`src/rtl/vending_machine.sv`:
```
// Ticket vending machine for a 7-station line: fare, amount due and coin accumulation.
// Optional `change` output is enabled by defining VM_CHANGE_EN.
module vending_machine (
  input  logic       clk,
  input  logic       reset,
  input  logic [2:0] howManyTicket,
  input  logic [2:0] origin,
  input  logic [2:0] destination,
  input  logic [5:0] money,
  output logic [6:0] costOfTicket,
  output logic [6:0] moneyToPay,
  output logic [6:0] totalMoney
`ifdef VM_CHANGE_EN
  ,
  output logic [6:0] change
`endif
);

  typedef enum logic [1:0] {
    SELECT = 2'd0,
    QTY    = 2'd1,
    PAY    = 2'd2,
    DONE   = 2'd3
  } state_e;

  state_e     state_q, state_d;
  logic [6:0] cost_q, cost_d;
  logic [6:0] due_q, due_d;
  logic [6:0] total_q, total_d;
  logic [6:0] change_q, change_d;

  logic [2:0] dist_s;
  logic       trip_ok_s;
  logic [6:0] coin_s;

  // Only 1, 5 and 10 are recognised coins; anything else is worth nothing.
  function automatic logic [6:0] coin_value(input logic [5:0] m);
    logic [6:0] v;
    case (m)
      6'd1:    v = 7'd1;
      6'd5:    v = 7'd5;
      6'd10:   v = 7'd10;
      default: v = 7'd0;
    endcase
    return v;
  endfunction

  assign trip_ok_s = (origin != 3'd0) && (destination != 3'd0) && (origin != destination);
  assign dist_s    = (origin >= destination) ? (origin - destination) : (destination - origin);
  assign coin_s    = coin_value(money);

  always_ff @(posedge clk or posedge reset) begin
    if (reset) begin
      state_q  <= SELECT;
      cost_q   <= 7'd0;
      due_q    <= 7'd0;
      total_q  <= 7'd0;
      change_q <= 7'd0;
    end else begin
      state_q  <= state_d;
      cost_q   <= cost_d;
      due_q    <= due_d;
      total_q  <= total_d;
      change_q <= change_d;
    end
  end

  always_comb begin
    state_d  = state_q;
    cost_d   = cost_q;
    due_d    = due_q;
    total_d  = total_q;
    change_d = change_q;
    case (state_q)
      SELECT: begin
        if (trip_ok_s) begin
          cost_d  = ({4'd0, dist_s} + 7'd1) * 7'd5;
          state_d = QTY;
        end else begin
          state_d = SELECT;
        end
      end
      QTY: begin
        // Count is at most 3, so the product fits in 7 bits (max 105).
        case (howManyTicket)
          3'd1: begin
            due_d   = cost_q;
            state_d = PAY;
          end
          3'd2: begin
            due_d   = {cost_q[5:0], 1'b0};
            state_d = PAY;
          end
          3'd3: begin
            due_d   = cost_q + {cost_q[5:0], 1'b0};
            state_d = PAY;
          end
          default: state_d = QTY;
        endcase
      end
      PAY: begin
        total_d = total_q + coin_s;
        if (total_d >= due_q) begin
          change_d = total_d - due_q;
          state_d  = DONE;
        end else begin
          state_d = PAY;
        end
      end
      DONE: begin
        state_d = DONE;
      end
      default: begin
        state_d = SELECT;
      end
    endcase
  end

  assign costOfTicket = cost_q;
  assign moneyToPay   = due_q;
  assign totalMoney   = total_q;
`ifdef VM_CHANGE_EN
  assign change       = change_q;
`else
  logic unused_change_s;
  assign unused_change_s = ^change_q;
`endif

endmodule

```
`config.mk`:
```
export PLATFORM = sky130hd
export DESIGN_NAME = vending_machine
export DESIGN_NICKNAME = d
export VERILOG_FILES = /design/src/rtl/vending_machine.sv
export SDC_FILE = /design/constraint.sdc
export NUM_CORES = 1
export LEC_CHECK = 0
export ABC_AREA = 1
export ABC_CLOCK_PERIOD_IN_PS = 2900
export CORE_ASPECT_RATIO = 1.4
export CORE_MARGIN = 2
export CORE_UTILIZATION = 53
export DETAILED_ROUTE_END_ITERATION = 10
export HOLD_SLACK_MARGIN = 0.12
export MAX_ROUTING_LAYER = met4
export PLACE_DENSITY = 0.81
export SLEW_MARGIN = 20
export SYNTH_ARGS = -nofsm -noshare
export SYNTH_HDL_FRONTEND = slang
export SYNTH_SLANG_ARGS = --single-unit
export TNS_END_PERCENT = 50
```
`constraint.sdc`:
```
create_clock -name clk -period 2.9 [get_ports clk]
set_clock_uncertainty 0.05 [all_clocks]
set_input_delay 0.58 -clock clk [delete_from_list [all_inputs] [get_ports clk]]
set_output_delay 0.58 -clock clk [all_outputs]
set_load 0.01 [all_outputs]
```
==> impl_metrics.yaml <==
place:
  dpl_cell_area_um2: 2650
  dp.final_hpwl_um: 3860
  portBuffers: 37
  finalWeightedCongestion: 0.810
setup_path:
  critical_path.max_stage_delay_ps: 510
  crit_fanout: 2
  r2r-end: "state_q[0]"
  required_ps: 3010
  start_kind: "input port"
  crit_start: "destination[0]"
  crit_end: "costOfTicket[6]"
  arrival_ps: 2950
  crit_path_frequent_cell: "inv_2"
  crit_slowest_cell: "fa_1"
  reg2reg_from: "totalMoney[0]"
  critPathTopFamily: "adder cells"
  r2r_setup_slack_ps: 490
  critPathCaptureType: "register"
  reg2reg_depth: 12
  worst-setup-path-type: "input port to register"
  worstSetupPathDepth: 19
  path_buf_inv: 9
  crit_path_cell_trace: "buf_6 > inv_4 > ha_4 > inv_2 > fa_1 > nand3_2 > nand2_4 > ha_4 > inv_2 > xor2_2 > inv_2 > buf_4 > buf_4 > buf_4 > ha_4 > nand2_2 > inv_2 > o21ai_1 > o22ai_1"
logic_synthesis:
  yosys_warnings: 0
  syn_nets: 314
  synth_top_area_share_pct: 28.4
  ys_seq_area_share_pct: 28.4
  synth_area_leaders: "dfrtp_1 (28%), ha_1 (16%), nand2_1 (10%)"
  synth_area_um2: 2030
  ys_types: 32
  synth_cells: 266
  yosys_register_bits: 23
  yosysTopAreaCell: "dfrtp_1"
  async_flop_share_pct: 100
  syn_avg_cell_area_um2: 7.62
  synth_edf_count: 0
  synthTopCellsByCount: "nand2_1 (55), inv_1 (51), ha_1 (26)"
  synth_most_common_cell: "nand2_1"
  ys.flop_type: "dfrtp_1"
global_routing:
  grt_max_degree: 24
  overflow: 0
  grt_pass1_wl_um: 9010
  grt_usage_pct: 26.6
  antenna_found_initial: 0
  grt_pass1_vias: 2065
final_layout:
  layout.nets: 387
  final_area_um2: 2980
  post-route-util_pct: 81.1
  layout-area-overhead-vs-synth_pct: 46.9
  drive_gt1_share_pct: 33.4
  fillCellCount: 228
  antenna_cells: 0
  multiInputGateArea_um2: 1510
  register_area_um2: 576
run_status:
  status: "finished clean"
routing:
  drc: 0
  vias: 2048
  drt-initial-drc-count: 96
  routed_wl_um: 5480
  detail_route.vias_per_cell: 5.39
  dr.pass1.iters: 4
  ant_nets: 0
  wire_per_inst_um: 14.4
pwr:
  leakage_nw: 1.47
  max-vdd-ir-drop_mv: 0.415
  p_per_area_nw_per_um2: 424
clock_tree:
  clock_latency_ps: 270
  clk_path_buf_depth: 2
  ctsHoldBuffers: 0
  cts_tree: "built"
  cts.sinks: 23
  path_clk_slew_ps: 80
  htreeDepth: 1
  cts_root_buf: "clkbuf_8"
  cts_buffers: 3
sta:
  worstMarginPinSlew_ps: 337
  grt_setup_unrepaired: "true"
  max_freq_mhz: 351
  slew_headroom_pct: 77.5
  finalHoldViolations: 0
  min_period_ps: 2850
  min_period_over_period_pct: 98.2
  setup_viol: 0
  fin_hold_ws_ps: 486
  finalMaxSlewViolations: 0
worst_hold_path:
  hold_path_class: "register to register"
die:
  dieArea_um2: 4340
  chipHeight_um: 77.2
  row_count: 26
  start_util_pct: 55.2
  coreArea_um2: 3680
  ioPinCount: 38
  die_x_um: 56.3
flow_run:
  cap_violations: 0
## cell usage in the layout, fill, tap and decap left out, drive strengths merged
master,instances
a21oi,12
a22oi,2
buf,36
clkbuf,10
clkdlybuf4s15,2
clkdlybuf4s50,25
clkinv,1
dfrtp,23
dlygate4sd2,1
fa,5
ha,26
inv,52
nand2,59
nand2b,1
nand3,16
nand4,7
nor2,15
nor3,4
nor4,1
o21a,1
o21ai,23
o22ai,4
or2,5
xnor2,1
xor2,6
## logic make-up after synthesis
kind of cell	Yosys count	synth area share, %
compound gates	42	11.4
xor+xnor	7	3.76
fa+ha+maj	31	21.0
buf+inv	55	10.6
flops	23	28.4
simple gates	108	24.9
## stage by stage
| stage | power (mW) | worst slack [ps] | setup TNS [ps] | cells |
|---|---|---|---|---|
| after global routing | 1.37 | -43.7 | -69.3 | 380 |
| after floorplan | 0.749 | -4.28 | -7.72 | 266 |
| final | 1.26 | 53.5 | 0 | 380 |
| after detailed placement | 0.956 | -643 | -2750 | 367 |
| after global placement | 0.939 | -562 | -2360 | 367 |
| after CTS | 1.21 | 5.14 | 0 | 378 |
## metal layers
| layer | share of wire [%] | global-route usage (%) | wire, µm |
|---|---|---|---|
| met1 | 36 | 27.4 | 1990 |
| met2 | 58 | 52.0 | 3190 |
| met3 | 2.7 | 2.87 | 149 |
| met4 | 2.6 | 7.14 | 144 |
| met5 | 0 | - | 0 |
## worst min path at each step
| stage | startpoint | depth (start not counted) | end |
|---|---|---|---|
| floorplan | state_q[1] | 2 | state_q[0] |
| global placement | totalMoney[2] | 2 | totalMoney[2] |
| detailed placement | totalMoney[2] | 2 | totalMoney[2] |
| CTS | totalMoney[2] | 2 | totalMoney[2] |
| global route | state_q[1] | 2 | state_q[0] |
| finish | totalMoney[6] | 2 | totalMoney[6] |
## flip-flops by register name, indices dropped and copies added (netlist names)
name          count
totalMoney        7
state_q           2
costOfTicket      7
moneyToPay        7
## worst register-to-register path, cell delays in order, from the launching register on
cell and delay (ps):
dfrtp_1 430, ha_4 190, fa_2 370, buf_4 140, buf_4 130, xor2_2 170
ha_1 340, a21oi_2 150, o21ai_2 70, nand4_1 70, nand3_1 70, nand2_1 60
nand3_1 60
## layout make-up
cell class	instances	area share, %
clock buffers	4	1.51
inverters	53	6.76
multi-input cells	188	50.7
flip-flops and latches	23	19.3
well taps	42	1.76
repair buffers	70	20.0
## power breakdown
group / internal [mW] / switching [mW] / total (mW)
combinational: 0.329 / 0.342 / 0.671
clock: 0.0982 / 0.105 / 0.204
sequential: 0.348 / 0.0425 / 0.390
## what timing repair did
item / 4_1_cts / 5_1_grt
buffers inserted: 7 / 2
pin swaps: 36 / 31
setup endpoints to repair: 4 / 4
resized for setup: 61 / 38
No activity file was read; power rests on OpenSTA's default activity.
